--- config.mk ---
export PLATFORM = sky130hd
export DESIGN_NAME = jk_stim_seq
export DESIGN_NICKNAME = d
export VERILOG_FILES = /design/src/rtl/jk_stim_seq.sv
export SDC_FILE = /design/constraint.sdc
export NUM_CORES = 1
export LEC_CHECK = 0
export ABC_AREA = 1
export ABC_CLOCK_PERIOD_IN_PS = 2100
export BUFFER_PORTS_ARGS = -buffer_cell sky130_fd_sc_hd__buf_2
export CAP_MARGIN = 20
export CORE_MARGIN = 2
export CORE_UTILIZATION = 45
export DETAILED_ROUTE_END_ITERATION = 8
export PLACE_DENSITY = 0.67
export REMOVE_ABC_BUFFERS = 1
export SKIP_LAST_GASP = 1
export SLEW_MARGIN = 20
export SYNTH_ARGS = -nofsm -noshare
export SYNTH_HDL_FRONTEND = slang
export SYNTH_SLANG_ARGS = --single-unit
--- constraint.sdc ---
create_clock -name clk -period 2.1 [get_ports clk]
set_input_delay 0.42 -clock clk [delete_from_list [all_inputs] [get_ports clk]]
set_output_delay 0.42 -clock clk [all_outputs]
set_load 0.03 [all_outputs]
--- src/rtl/jk_stim_seq.sv ---
// jk_stim_seq: stimulus sequencer for JK flip-flop experiments.
// Steps WIDTH j/k channels through HOLD, SET, RESET and TOGGLE, DWELL cycles
// per phase and LOOPS passes per start. It also produces the Q that an ideal
// JK register clocked from j/k would show (q_exp).
module jk_stim_seq #(
  parameter int WIDTH = 4,
  parameter int DWELL = 5,
  parameter int LOOPS = 1
) (
  input  logic             clk,
  input  logic             rst,
  input  logic             start,
  input  logic             mode,
  output logic [WIDTH-1:0] j,
  output logic [WIDTH-1:0] k,
  output logic [WIDTH-1:0] q_exp,
  output logic [1:0]       phase,
  output logic             busy,
  output logic             done
);

  // Counters hold at most DWELL-1 / LOOPS-1; keep them at least one bit wide.
  localparam int DW_W = (DWELL > 1) ? $clog2(DWELL) : 1;
  localparam int LP_W = (LOOPS > 1) ? $clog2(LOOPS) : 1;
  localparam logic [DW_W-1:0] DWELL_LAST = DW_W'(DWELL - 1);
  localparam logic [LP_W-1:0] LOOP_LAST  = LP_W'(LOOPS - 1);
  localparam logic [DW_W-1:0] DW_ONE     = DW_W'(1);
  localparam logic [LP_W-1:0] LP_ONE     = LP_W'(1);

  typedef enum logic [1:0] {
    S_IDLE = 2'd0,
    S_RUN  = 2'd1,
    S_DONE = 2'd2
  } state_t;

  state_t           r_state;
  logic [1:0]       r_p;
  logic [DW_W-1:0]  r_dwell;
  logic [LP_W-1:0]  r_loop;
  logic             r_mode;
  logic [WIDTH-1:0] r_j;
  logic [WIDTH-1:0] r_k;
  logic [WIDTH-1:0] r_q;
  logic             r_busy;
  logic             r_done;

  logic                 w_dwell_last;
  logic                 w_toggle_end;
  logic                 w_seq_end;
  logic [1:0]           w_p_next;
  logic [2*WIDTH-1:0]   w_jk_first;
  logic [2*WIDTH-1:0]   w_jk_next;

  // Map a base phase to packed {j, k}. Phase code bit 0 is J, bit 1 is K;
  // in walking mode channel i runs (p + i) mod 4, which the 2-bit add wraps.
  function automatic logic [2*WIDTH-1:0] f_drive(input logic [1:0] p,
                                                 input logic       walk);
    logic [WIDTH-1:0] fj;
    logic [WIDTH-1:0] fk;
    logic [1:0]       ph;
    fj = '0;
    fk = '0;
    for (int i = 0; i < WIDTH; i++) begin
      ph    = walk ? (p + 2'(i)) : p;
      fj[i] = ph[0];
      fk[i] = ph[1];
    end
    return {fj, fk};
  endfunction

  assign w_dwell_last = (r_dwell == DWELL_LAST);
  assign w_toggle_end = w_dwell_last && (r_p == 2'b11);
  assign w_seq_end    = w_toggle_end && (r_loop == LOOP_LAST);
  assign w_p_next     = w_dwell_last ? (r_p + 2'b01) : r_p;
  // First phase uses the live mode input since it is being latched this edge.
  assign w_jk_first   = f_drive(2'b00, mode);
  assign w_jk_next    = f_drive(w_p_next, r_mode);

  // Control FSM with registered j/k/handshake outputs and the golden JK model.
  always_ff @(posedge clk or posedge rst) begin
    if (rst) begin
      r_state <= S_IDLE;
      r_p     <= 2'b00;
      r_dwell <= '0;
      r_loop  <= '0;
      r_mode  <= 1'b0;
      r_j     <= '0;
      r_k     <= '0;
      r_q     <= '0;
      r_busy  <= 1'b0;
      r_done  <= 1'b0;
    end else begin
      // Golden JK: reacts to the j/k presently driven, so it trails them by a cycle.
      r_q <= (r_j & ~r_q) | (~r_k & r_q);
      case (r_state)
        S_IDLE: begin
          r_j    <= '0;
          r_k    <= '0;
          r_done <= 1'b0;
          if (start) begin
            r_state <= S_RUN;
            r_busy  <= 1'b1;
            r_p     <= 2'b00;
            r_dwell <= '0;
            r_loop  <= '0;
            r_mode  <= mode;
            r_j     <= w_jk_first[2*WIDTH-1:WIDTH];
            r_k     <= w_jk_first[WIDTH-1:0];
          end
        end
        S_RUN: begin
          if (w_seq_end) begin
            r_state <= S_DONE;
            r_busy  <= 1'b0;
            r_done  <= 1'b1;
            r_p     <= 2'b00;
            r_dwell <= '0;
            r_loop  <= '0;
            r_j     <= '0;
            r_k     <= '0;
          end else begin
            r_dwell <= w_dwell_last ? '0 : (r_dwell + DW_ONE);
            if (w_toggle_end) begin
              r_loop <= r_loop + LP_ONE;
            end
            r_p <= w_p_next;
            r_j <= w_jk_next[2*WIDTH-1:WIDTH];
            r_k <= w_jk_next[WIDTH-1:0];
          end
        end
        S_DONE: begin
          r_done  <= 1'b0;
          r_state <= S_IDLE;
        end
        default: begin
          r_state <= S_IDLE;
          r_busy  <= 1'b0;
          r_done  <= 1'b0;
          r_j     <= '0;
          r_k     <= '0;
        end
      endcase
    end
  end

  assign j     = r_j;
  assign k     = r_k;
  assign q_exp = r_q;
  assign phase = r_p;
  assign busy  = r_busy;
  assign done  = r_done;

endmodule
# Yosys cells after proc, flatten, opt, wreduce, memory -nomap -nowiden
# Cells that the tools add are included.
# op_classes
mux	32
eq_ne	7
n_reduce_logical	9
addsub	6
n_bitwise	7
# ops
operator	count
$pmux 4 s3	2
$mux 2	10
$mux 4	4
$mux 3	3
$and 4x4->4	2
$mux 1	8
$not 4->4	2
$pmux 2 s2	2
$pmux 3 s2	1
$reduce_and 2->1	3
$reduce_and 3->1	2
$add 2x1->2 const B	2
$add 2x2->2 const B	2
$eq 2x2->1 const B	2
$ne 2x2->1 const B	2
$or 4x4->4	1
$add 3x1->3 const B	1
$eq 3x3->1 const B	1
$ne 3x3->1 const B	1
$pmux 1 s3	1
$eq 2x1->1 const B	1
$logic_and 1x1->1	2
$logic_not 2->1	1
$not 1->1	2
3 further kinds	3
# word_totals
inputBits	4
output_inout_bits	16
word_cells	71
reg_bits	23

# Logic depth before layout (Yosys ltp)
# Gate-level depths: netlist of the first run.
# logic_depth
word_depth	6
ltp_mapped	10
mapped_depth_nobuf	10

# Least setup slack after synthesis of the first run
# No wires, ideal clock.
# synth_timing
path_kind	register -> register
startpoint	reg r_p[0], in the netlist phase[0]
endpoint	reg r_k[1], in the netlist k[1]
setup_time_ns	0.117
n_path_buf	0
period_less_slack_ns	1.380
t_arrival_ns	1.263
slack_ns	0.720
stages_incl_launch_ff	9
required_ns	1.983
path_cell_list	dfrtp_1 -> ha_1 -> nand3_1 -> nand2_2 -> nand2_1 -> nand2_1 -> nand2_1 -> nand2_1 -> nand2_1
# synth_via
elab_chain_len	6
word_cells_on_any_way	9
classes_between	add/sub (2); eq/ne (1); mux (4); reduce/logical (2)
# synth_lines
item	line_no	source
from (decl)	37	logic [1:0] r_p;
from (signal assigned)	126	r_p <= w_p_next;
$add 2x1->2	74	assign w_p_next = w_dwell_last ? (r_p + 2'b01) : r_p;
$mux 2	74	
$add 2x1->2	64	ph = walk ? (p + 2'(i)) : p;
$mux 2	64	
$mux 4 (*)	112	if (w_seq_end) begin
$pmux 4 s3 (*)	95	case (r_state)
to (signal assigned)	108	r_k <= w_jk_first[WIDTH-1:0];
to (signal assigned)	128	r_k <= w_jk_next[WIDTH-1:0];
to (decl)	42	logic [WIDTH-1:0] r_k;
# Mark *: on every way between the ends. The rest lies on a longest branch, timed or not.
# A chain may end at the register's enable or synchronous reset.

# Final worst setup path of the first run
# layout_timing
startpoint	reg r_dwell[0]
endpoint	reg r_j[1], in the netlist j[1]
# layout_via
elab_chain_len	6
word_cells_on_any_way	8
classes_between	add/sub (1); eq/ne (1); mux (4); reduce/logical (2)
# layout_lines
item	line_no	source
from (decl)	38	logic [DW_W-1:0] r_dwell;
from (signal assigned)	122	r_dwell <= w_dwell_last ? '0 : (r_dwell + DW_ONE);
$eq 3x3->1 (*)	71	assign w_dwell_last = (r_dwell == DWELL_LAST);
$mux 2	74	
$add 2x1->2	64	
$mux 2	64	
$mux 4 (*)	112	
$pmux 4 s3 (*)	95	
to (signal assigned)	107	r_j <= w_jk_first[2*WIDTH-1:WIDTH];
to (signal assigned)	127	r_j <= w_jk_next[2*WIDTH-1:WIDTH];
to (decl)	41	logic [WIDTH-1:0] r_j;
# Marked as above.

==> impl_metrics.tcl, run 1 <==
set metrics [dict create \
    run_status "completed" \
    mostFrequentLayoutCell "sky130_fd_sc_hd__nand2_1" \
    grt_max_degree 22 \
    clock_tree.htree_level_count 1 \
    compound_cell_area_share_of_the_yosys_netlist 0.07206 \
    finish.net_count 145 \
    cts.sinks 21 \
    finalSetupTns_ps 0 \
    ctsResizeCount 0 \
    postCtsHoldBufs 0 \
    postCtsSetupRepairBufs 0 \
    largest_family_of_logic_cells_by_synthesized_area "simple AND/OR/NAND/NOR gates" \
    timing.critical_path.slowest_cell_delay_ps 420 \
    netSwitchingFraction 0.5002 \
    routabilityCongestion 0.8551 \
    yosys-mux-area-fraction 0 \
    place_area_mm2 0.001106 \
    port_buffers 19 \
    insertion_delay_ps 300 \
    worstSetupPathDepth 7 \
    pwr-share-clk 0.099 \
    setup_repair_after_global_routing_missed_its_margin "no" \
    share_seq_of_total_power 0.383 \
    synth_area_per_cell_um2 8.532 \
    syn_to_final_growth_pct 14.54 \
    finClkSkew_ps 3.065 \
    cap_viol_max_count 0 \
    worst-path-buf-inv 1 \
    detailedRoute.firstPassIterationCount 4 \
    antenna_found_initial 0 \
    timing_worst_slew_pin_value_ps 410.7 \
    final_design_area_excluding_fillers_mm2 0.001134 \
    final_layout_size_suffix_gt1_frac 0.2336 \
    critical-path-top-delay-family "simple AND/OR/NAND/NOR gates" \
    timing.critical_path.arrival_ps 1710 \
    die_h_um 50.90 \
    setup_viol 0 \
    synth_xor_area_frac 0.008850 \
    p_leak_nw 0.6359 \
    mappedNetlistArea_um2 989.7 \
    netSwitchingPower_mw 0.9754 \
    startpoint_type "flip-flop" \
    ios 20 \
    grt_use_total 0.1738 \
    clk_root_buffer_cell "sky130_fd_sc_hd__clkbuf_4" \
    report.final.hold_viol_count 0 \
    synth_simple_gate_area_share 0.2807 \
    max_freq_ghz 0.6587 \
    post_synth_fa_ha_maj_area_fraction 0.03793 \
    worstPathRequired_ps 2290 \
    post-place-cells 160 \
    crit_slowest_cell "sky130_fd_sc_hd__dfrtp_1" \
    number_of_vias_after_detailed_routing 810 \
    final_antenna_net_count 0 \
    std_cell_rows 16 \
    crit_path_cell_trace "inv_1 > ha_1 > nand4_2 > nand3_1 > nand2_1 > nand2_1 > nand3_1" \
    wl_per_cell_um 11.24 \
    timing.critical_path.fanout_max 7 \
    synth.ff_latch_count 21 \
    ff2ff_path_depth 7 \
    first_pass_grt_wire_length_um 3318 \
    finalWorstPathRequiredPeriod_ps 1518 \
    worst_setup_path_end_kind "flip-flop" \
    cellInternalPower_mw 0.9746 \
    slew_headroom 0.7252 \
    coreArea_mm2 0.002022 \
    finalCritPeriodShare 0.7230 \
    cts.reportedPaths.clkPinSlew_ps 110 \
    ys_seq_area_frac 0.5310 \
    grt_pass1_vias 723 \
    startpoint "r_dwell[0]$_DFFE_PP0P_" \
    cts_buffer_depth 2 \
    place.detailed.hpwl_um 1373 \
    timing.hold.worst.class "input pin to async pin" \
    combPwrFrac 0.519 \
    critical_path.reg2reg.startpoint "r_dwell[0]$_DFFE_PP0P_" \
    timing_max_transition_violations_final 0 \
    tritoncts.num_buffers 3 \
    syn-instance-count 116 \
    antenna_cells_inserted 0 \
    cts_tree "built" \
    drc 0 \
    drt-initial-drc-count 14 \
    die_area_mm2 0.002590 \
    power.density_mw_per_mm2 1720 \
    globalRoute.totalOverflow 0 \
    die_w_um 50.90 \
    initial_core_utilization 0.4895 \
    worst_hold_slack_ps 116.7 \
    mostFrequentLayoutCells "38 x sky130_fd_sc_hd__nand2_1, 21 x sky130_fd_sc_hd__dfrtp_1, 19 x sky130_fd_sc_hd__buf_2" \
    post_synth_num_cell_types 19 \
    timing.setup.critical_path_class "flip-flop to flip-flop" \
    irDropWorstVdd_v 0.0008988 \
    post_route_non_filler_standard_cell_count 164 \
    viasPerCell 4.939 \
    detail_route.wirelength_um 1844 \
    yosys_synthesis_warning_count 0 \
]
## through the flow
stage / util / power, mW / setup WS, ps
2_1_floorplan: - / 1.501 / 720.2
6_report: 0.5606 / 1.950 / 581.8
3_5_place_dp: 0.5470 / 1.775 / 575.0
4_1_cts: 0.5606 / 1.972 / 569.1
3_3_place_gp: 0.5470 / 1.754 / 608.4
5_1_grt: 0.5606 / 2.134 / 458.2
## flip-flops by register name, summed over array words and instances (netlist names)
name and cells:
r_state 2, r_loop 1, q_exp 4, done 1
r_dwell 3, k 4, busy 1, r_mode 1
phase 2, j 2
## cell families after synthesis
kind of cell	Yosys count
and+or+nand+nor	62
adders and majority gates	3
xor gates and xnor gates	1
DFF	21
buffers and inverters	16
AOI/OAI and AO/OA	13
## tightest hold or removal path, stage by stage
cell and delay (ps):
sky130_fd_sc_hd__buf_2 90, sky130_fd_sc_hd__inv_1 40, sky130_fd_sc_hd__buf_4 260
## synth_stat cells
master                    count  area, um^2
sky130_fd_sc_hd__a21oi_1      5       25.02
sky130_fd_sc_hd__o21ai_0      4       20.02
sky130_fd_sc_hd__buf_4        2       15.01
sky130_fd_sc_hd__nor2_4       1       11.26
sky130_fd_sc_hd__buf_2        1       5.000
sky130_fd_sc_hd__a41oi_1      1       8.760
sky130_fd_sc_hd__nor2_1       7       26.28
sky130_fd_sc_hd__nand3_2      1       10.01
sky130_fd_sc_hd__xnor2_1      1       8.760
sky130_fd_sc_hd__o21ai_1      2       10.01
sky130_fd_sc_hd__inv_2        1       3.750
sky130_fd_sc_hd__ha_1         3       37.54
sky130_fd_sc_hd__nand2_2      4       25.02
sky130_fd_sc_hd__o21a_1       1       7.510
sky130_fd_sc_hd__inv_1       12       45.04
sky130_fd_sc_hd__dfrtp_1     21       525.5
sky130_fd_sc_hd__nand3_1     10       50.05
sky130_fd_sc_hd__nand2_1     38       142.6
sky130_fd_sc_hd__nand4_2      1       12.51
## final timing paths
| kind | endpoint | slack [ps] |
|---|---|---|
| min in group clk | r_mode$_DFFE_PP0P_ | 410 |
| worst max-delay path | j[1]$_DFFE_PP0P_ | 580 |
| worst min-delay path | r_loop$_DFFE_PP0P_ | 120 |
| max in group asynchronous | j[1]$_DFFE_PP0P_ | 1770 |
| worst max register to register | j[1]$_DFFE_PP0P_ | 580 |
| worst min register to register | q_exp[2]$_DFF_PP0_ | 470 |
## layout make-up
cell class | instances | area (um^2)
clock buffer | 3 | 22.52
multi-input combinational | 79 | 395.4
timing repair buffer | 20 | 102.6
fill | 187 | 888.4
inverter | 13 | 48.80
sequential | 21 | 525.5
tap | 27 | 33.78
clock inverter | 1 | 5.005
## metal layers
layer | GRT usage | wire [um] | vias to the layer above
met2 | 0.2588 | 863 | 22
met4 | 0.06757 | 31 | 0
li1 | - | - | 412
met3 | 0.03509 | 81 | 7
met5 | 0 | 0 | -
met1 | 0.2500 | 867 | 369
## power groups by stage
| stage | logic, mW | clock network [mW] | registers, mW |
|---|---|---|---|
| 4_1_cts | 1.02 | 0.199 | 0.749 |
| 3_3_place_gp | 1.01 | 0 | 0.748 |
| 6_report | 1.01 | 0.192 | 0.746 |
| 3_5_place_dp | 1.02 | 0 | 0.756 |
| 5_1_grt | 1.13 | 0.220 | 0.781 |
| 2_1_floorplan | 0.479 | 0 | 1.02 |
Power figures use the tool's default switching activity.
==> run 2, diff against run 1 <==
--- a/config.mk
+++ b/config.mk
@@ -5,8 +5,8 @@
 export SDC_FILE = /design/constraint.sdc
 export NUM_CORES = 1
 export LEC_CHECK = 0
-export ABC_AREA = 1
-export ABC_CLOCK_PERIOD_IN_PS = 2100
+export ABC_AREA = 0
+export ABC_CLOCK_PERIOD_IN_PS = 1520
 export BUFFER_PORTS_ARGS = -buffer_cell sky130_fd_sc_hd__buf_2
 export CAP_MARGIN = 20
 export CORE_MARGIN = 2
==> constraint.sdc (replaced) <==
create_clock -name clk -period 1.52 [get_ports clk]
set_input_delay 0.304 -clock clk [delete_from_list [all_inputs] [get_ports clk]]
set_output_delay 0.304 -clock clk [all_outputs]
set_load 0.03 [all_outputs]
==> impl_metrics.tcl, run 2 <==
set metrics [dict create \
    globalRoute.totalOverflow 0 \
    timing_max_transition_violations_final 0 \
    r2r_end "k[2]$_DFFE_PP0P_" \
    detailedRoute.firstPassIterationCount 4 \
    routabilityCongestion 0.7797 \
    worst_setup_path_end_kind "flip-flop" \
    finalCritPeriodShare 0.9572 \
    tritoncts.num_buffers 3 \
    port_buffers 19 \
    timing.hold.worst.class "input pin to async pin" \
    postCtsHoldBufs 0 \
    yosysTopAreaCellShare 0.5141 \
    wl_per_cell_um 12.91 \
    die_h_um 51.66 \
    antenna_found_initial 0 \
    final_layout_size_suffix_gt1_frac 0.3252 \
    cts.reportedPaths.clkPinSlew_ps 120 \
    mappedNetlistArea_mm2 0.001022 \
    syn_to_final_growth_pct 22.40 \
    place.detailed.hpwl_um 1433 \
    cap_viol_max_count 0 \
    netSwitchingPower_mw 1.344 \
    slew_headroom 0.6692 \
    globalRouteMet1Util 0.2214 \
    die_area_mm2 0.002669 \
    async_set_or_reset_register_ratio_after_synthesis 1.000 \
    pwr-share-clk 0.090 \
    run_status "completed" \
    mostFrequentLayoutCells "21 x sky130_fd_sc_hd__dfrtp_1, 19 x sky130_fd_sc_hd__buf_2, 11 x sky130_fd_sc_hd__buf_4" \
    number_of_vias_after_detailed_routing 792 \
    synth_common_cells "21 x sky130_fd_sc_hd__dfrtp_1, 9 x sky130_fd_sc_hd__nand2_1" \
    critical_path.endpoint "k[2]$_DFFE_PP0P_" \
    timing.critical_path.fanout_max 8 \
    max_freq_ghz 0.6873 \
    netSwitchingFraction 0.4547 \
    synth.ff_latch_count 21 \
    met3_usage 0.03448 \
    initial_core_utilization 0.4712 \
    mostFrequentLayoutCell "sky130_fd_sc_hd__dfrtp_1" \
    antenna_cells_inserted 0 \
    grt_pass1_vias 735 \
    viasPerCell 5.245 \
    cts_buffer_depth 2 \
    cellInternalPower_mw 1.612 \
    clock_tree.htree_level_count 1 \
    final_antenna_net_count 0 \
    critical_path.reg2reg.startpoint "r_dwell[0]$_DFFE_PP0P_" \
    cts_tree "built" \
    timing_worst_slew_pin_value_ps 495.2 \
    synthFlopType "sky130_fd_sc_hd__dfrtp_1" \
    grt_use_total 0.1637 \
    grtUsageMet2 0.2564 \
    final_core_util 0.5767 \
    finClkSkew_ps 0.9824 \
    worstPathRequired_ps 1710 \
    finish.net_count 131 \
    synth_top_cells_by_area "sky130_fd_sc_hd__dfrtp_1 51%, sky130_fd_sc_hd__mux2i_1 4.9%, sky130_fd_sc_hd__ha_1 3.7%, sky130_fd_sc_hd__nand2_1 3.3%, sky130_fd_sc_hd__xor2_1 2.6%" \
    irDropWorstVdd_v 0.001273 \
    startpoint "r_dwell[0]$_DFFE_PP0P_" \
    die_w_um 51.66 \
    first_pass_grt_wire_length_um 3208 \
    std_cell_rows 17 \
    yosys_synthesis_warning_count 0 \
    syn-instance-count 93 \
    coreArea_mm2 0.002170 \
    insertion_delay_ps 300 \
    yosys.cell_count.top_type "sky130_fd_sc_hd__dfrtp_1" \
    filler_cell_count 190 \
    p_leak_nw 0.6249 \
    top_usage_layer "met2" \
    post_synth_num_cell_types 33 \
    report.final.hold_viol_count 0 \
    setup_viol 0 \
    power.density_mw_per_mm2 2362 \
    startpoint_type "flip-flop" \
    drt-initial-drc-count 11 \
    synth_area_per_cell_um2 10.99 \
    combPwrFrac 0.564 \
    grt_max_degree 22 \
    ys_seq_area_frac 0.5141 \
    share_seq_of_total_power 0.345 \
    detail_route.wirelength_um 1949 \
    cts.sinks 21 \
    timing.setup.critical_path_class "flip-flop to flip-flop" \
    final_design_area_excluding_fillers_mm2 0.001251 \
    place_area_mm2 0.001189 \
    number_of_flops_mapped_to_enable_cells_by_yosys 0 \
    ios 20 \
    setup.reg_to_reg.worst_slack_ps 70 \
    drc 0 \
    finalWorstPathRequiredPeriod_ps 1455 \
    cell_accounting_for_the_most_synthesized_area "sky130_fd_sc_hd__dfrtp_1" \
    ff2ff_path_depth 6 \
    timing.critical_path.arrival_ps 1650 \
    clk_root_buffer_cell "sky130_fd_sc_hd__clkbuf_4" \
]
==> run 2: cell count changes after synthesis, sizes merged, moves of 2 or more <==
cell	delta
a21o	+2
nand3	-10
o22ai	+2
nor3b	+4
xor2	+3
a32o	+2
mux2i	+6
nor2b	+3
nand2b	+2
nand2	-32
inv	-8
nor2	-3
==> run 2: layout make-up <==
class / count / area [um^2] / share of cell area
flip-flops and latches: 21 / 525.5 / 0.4200
multi-input cells: 63 / 466.7 / 0.3730
inverters: 5 / 18.77 / 0.01500
clock buffers: 3 / 22.52 / 0.01800
clock inverters: 1 / 5.005 / 0.004000
repair buffers: 30 / 177.7 / 0.1420
well taps: 28 / 35.03 / 0.02800
==> run 2: power by group through the flow <==
stage | combinational, mW | sequential, mW | clock, mW
final | 1.67 | 1.02 | 0.267
after global routing | 1.81 | 1.05 | 0.302
after CTS | 1.64 | 1.02 | 0.276
after detailed placement | 1.56 | 1.04 | 0
after global placement | 1.55 | 1.03 | 0
after floorplan | 0.684 | 1.46 | 0
==> run 2: stage by stage <==
step	setup TNS (ps)	setup WS, ps	std cells	power [mW]	hold slack (ps)
after floorplan	0	25.56	89	2.143	280.5
after global placement	0	29.00	144	2.573	345.9
after detailed placement	-14.14	-7.143	144	2.603	353.2
after CTS	0	13.08	151	2.929	11.94
after global routing	-25.81	-20.11	151	3.164	17.18
final	0	65.03	151	2.956	9.043
==> run 2: layer usage <==
metal / vias to the layer above / wire length [um]
li1: 389 / -
met1: 373 / 957
met2: 26 / 873
met3: 4 / 96
met4: 0 / 22
met5: - / 0
==> run 2: how the worst min path moves through the flow <==
| stage | start | end | slack [ps] | depth (start not counted) |
|---|---|---|---|---|
| 6_report | rst | r_state[1]$_DFFE_PP0P_ | 9 | 3 |
| 2_1_floorplan | rst | busy$_DFFE_PP0P_ | 280 | 1 |
| 4_1_cts | rst | busy$_DFFE_PP0P_ | 10 | 3 |
| 3_3_place_gp | rst | r_dwell[1]$_DFFE_PP0P_ | 350 | 3 |
| 3_5_place_dp | rst | r_dwell[1]$_DFFE_PP0P_ | 350 | 3 |
| 5_1_grt | rst | q_exp[0]$_DFF_PP0_ | 20 | 3 |
==> run 2: what timing repair did <==
| action | 4_1_cts | 5_1_grt |
|---|---|---|
| hold endpoints to repair | 0 | 0 |
| setup endpoints to repair | 3 | 8 |
| gates resized for setup | 0 | 3 |
| buffers inserted | 3 | 0 |
| pin swaps | 1 | 1 |
==> run 2: cell families after synthesis <==
| family | after synthesis | synth area share |
|---|---|---|
| buffers and inverters | 9 | 0.04161 |
| muxes | 7 | 0.08201 |
| xor gates and xnor gates | 4 | 0.03428 |
| DFF | 21 | 0.5141 |
| AOI/OAI and AO/OA | 21 | 0.1371 |
| adders and majority gates | 3 | 0.03672 |
| and+or+nand+nor | 28 | 0.1542 |
==> run 2: worst max-delay path: stages (launching register included) <==
cell and delay [ps]:
sky130_fd_sc_hd__dfrtp_1 380, sky130_fd_sc_hd__inv_1 90, sky130_fd_sc_hd__ha_4 180, sky130_fd_sc_hd__nand2_4 130, sky130_fd_sc_hd__mux2i_4 320, sky130_fd_sc_hd__xor2_1 160, sky130_fd_sc_hd__o22ai_1 90
==> run 3, diff against run 2 <==
--- a/config.mk
+++ b/config.mk
@@ -10,10 +10,12 @@
 export BUFFER_PORTS_ARGS = -buffer_cell sky130_fd_sc_hd__buf_2
 export CAP_MARGIN = 20
 export CORE_MARGIN = 2
-export CORE_UTILIZATION = 45
+export CORE_UTILIZATION = 53
 export DETAILED_ROUTE_END_ITERATION = 8
-export PLACE_DENSITY = 0.67
+export MAX_ROUTING_LAYER = met4
+export PLACE_DENSITY = 0.77
 export REMOVE_ABC_BUFFERS = 1
+export SETUP_SLACK_MARGIN = 0.2
 export SKIP_LAST_GASP = 1
 export SLEW_MARGIN = 20
 export SYNTH_ARGS = -nofsm -noshare
==> impl_metrics.tcl, run 3 (same netlist as run 2, synthesis figures left out) <==
set metrics [dict create \
    crit_slowest_cell "sky130_fd_sc_hd__dfrtp_1" \
    netSwitchingPower_mw 1.482 \
    filler_cell_count 127 \
    std_cell_rows 15 \
    setup_repair_after_global_routing_missed_its_margin "yes" \
    routabilityCongestion 0.8539 \
    final_design_area_excluding_fillers_mm2 0.001365 \
    finish.net_count 137 \
    timing.critical_path.arrival_ps 1620 \
    netSwitchingFraction 0.4552 \
    timing.critical_path.fanout_max 8 \
    die_w_um 47.92 \
    place_area_mm2 0.001185 \
    timing_max_transition_violations_final 0 \
    die_area_mm2 0.002296 \
    startpoint_type "flip-flop" \
    number_of_vias_after_detailed_routing 857 \
    detail_route.wirelength_um 2330 \
    cts.reportedPaths.clkPinSlew_ps 120 \
    mostFrequentLayoutCell "sky130_fd_sc_hd__dfrtp_1" \
    final_antenna_net_count 0 \
    place.detailed.hpwl_um 1517 \
    cellInternalPower_mw 1.773 \
    coreArea_mm2 0.001764 \
    finalWorstPathRequiredPeriod_ps 1430 \
    worst_setup_path_end_kind "flip-flop" \
    syn_to_final_growth_pct 33.54 \
    final_layout_size_suffix_gt1_frac 0.4419 \
    grt_use_total 0.2287 \
    r2r_end "k[3]$_DFFE_PP0P_" \
    finalCritPeriodShare 0.9411 \
    run_status "finished, violations left" \
    critical_path.reg2reg.startpoint "r_dwell[1]$_DFFE_PP0P_" \
    timing.hold.worst.class "input pin to async pin" \
    mostFrequentLayoutCells "19 x sky130_fd_sc_hd__dfrtp_1, 17 x sky130_fd_sc_hd__buf_2, 14 x sky130_fd_sc_hd__buf_4" \
    finClkSkew_ps 7.934 \
    insertion_delay_ps 300 \
    cap_viol_max_count 0 \
    ff2ff_path_depth 6 \
    tritoncts.num_buffers 3 \
    cts_buffer_depth 2 \
    power.density_mw_per_mm2 2384 \
    worst_hold_slack_ps -0.6624 \
    irDropWorstVdd_v 0.001350 \
    grt_pass1_vias 758 \
    port_buffers 19 \
    combPwrFrac 0.594 \
    first_pass_grt_wire_length_um 3429 \
    sequential_cell_area_um2 528.0 \
    timing.setup.critical_path_class "flip-flop to flip-flop" \
    globalRoute.totalOverflow 0 \
    pwr-share-clk 0.082 \
    crit_path_cell_trace "inv_2 > ha_4 > nand2_8 > mux2i_4 > xor2_1 > o22ai_1" \
    timing.critical_path.slowest_cell_delay_ps 390 \
    timing_worst_slew_pin_value_ps 321.8 \
    place_worst_setup_slack_ps -49.38 \
    initial_core_utilization 0.5794 \
    share_seq_of_total_power 0.323 \
    setup_viol 0 \
    setup.reg_to_reg.worst_slack_ps 90 \
    finalSetupTns_ps 0 \
    wl_per_cell_um 15.13 \
    report.final.hold_viol_count 3 \
    area_of_the_multi_input_gates_um2 513.0 \
    violations "negative hold slack" \
    postCtsHoldBufs 0 \
    drt-initial-drc-count 16 \
    drc 0 \
    ios 20 \
    cts_tree "built" \
    max_freq_ghz 0.6991 \
    antenna_cells_inserted 0 \
    detailedRoute.firstPassIterationCount 4 \
    p_leak_nw 0.6633 \
    cts.sinks 21 \
    slew_headroom 0.7793 \
    grt_max_degree 22 \
    die_h_um 47.92 \
    viasPerCell 5.565 \
    clk_root_buffer_cell "sky130_fd_sc_hd__clkbuf_4" \
    clock_tree.htree_level_count 1 \
    worstPathRequired_ps 1710 \
    antenna_found_initial 0 \
    final_critical_path_setup_slack_ps 89.55 \
]
==> run 3: worst max-delay path by stage <==
stage	depth (start not counted)	start	endpoint	slack (ps)
after global placement	6	r_dwell[0]$_DFFE_PP0P_	k[2]$_DFFE_PP0P_	40
after detailed placement	6	r_dwell[0]$_DFFE_PP0P_	k[3]$_DFFE_PP0P_	-50
after global routing	5	r_dwell[0]$_DFFE_PP0P_	phase[0]$_DFFE_PP0P_	30
final	6	r_dwell[1]$_DFFE_PP0P_	k[3]$_DFFE_PP0P_	90
after floorplan	4	phase[0]$_DFFE_PP0P_	k[2]$_DFFE_PP0P_	30
after CTS	6	r_dwell[1]$_DFFE_PP0P_	k[3]$_DFFE_PP0P_	140
==> run 3: cell type report <==
class | count | share of cell area
well taps | 25 | 0.02291
inverters | 5 | 0.01375
repair buffers | 36 | 0.1806
clock inverters | 1 | 0.003666
clock buffers | 3 | 0.01650
multi-input cells | 63 | 0.3758
flip-flops and latches | 21 | 0.3868
==> run 3: layer usage <==
| metal | part of all wire | track usage | vias up | routed length [um] |
|---|---|---|---|---|
| li1 | - | - | 395 | - |
| met1 | 0.42 | 0.2779 | 429 | 980 |
| met2 | 0.52 | 0.3840 | 29 | 1221 |
| met3 | 0.044 | 0.03396 | 4 | 102 |
| met4 | 0.011 | 0.08108 | 0 | 25 |
| met5 | 0 | - | - | 0 |
==> run 3: per-stage QoR <==
| stage | util | hold slack [ps] | cells | total power [mW] |
|---|---|---|---|---|
| floorplan | - | 280.5 | 89 | 2.143 |
| global placement | 0.6716 | 344.9 | 141 | 2.558 |
| detailed placement | 0.6716 | 341.3 | 141 | 2.625 |
| CTS | 0.7333 | 3.327 | 151 | 3.081 |
| global route | 0.7738 | 20.06 | 154 | 3.441 |
| finish | 0.7738 | -0.6624 | 154 | 3.255 |
==> run 3: timing repair <==
item / in CTS / in global routing
setup endpoints to repair: 14 / 17
setup buffers: 6 / 3
resized for setup: 10 / 15
endpoints found under the hold margin: 0 / 0
pin swaps: 2 / 8
==> run 3: worst max-delay path: cells and delay by family (launching register included) <==
family	cells	cell delay, ps
AO/OA/AOI/OAI	1	100
multiplexers	1	320
flip-flops	1	390
AND/OR/NAND/NOR	1	100
adder cells (fa/ha/maj)	1	180
buffers and inverters	1	50
XOR/XNOR	1	180
==> run 3: power groups by stage <==
| stage | logic (mW) | registers (mW) | clock network, mW |
|---|---|---|---|
| 2_1_floorplan | 0.684 | 1.46 | 0 |
| 5_1_grt | 2.06 | 1.08 | 0.294 |
| 6_report | 1.94 | 1.05 | 0.267 |
| 4_1_cts | 1.77 | 1.04 | 0.276 |
| 3_3_place_gp | 1.53 | 1.03 | 0 |
| 3_5_place_dp | 1.58 | 1.05 | 0 |
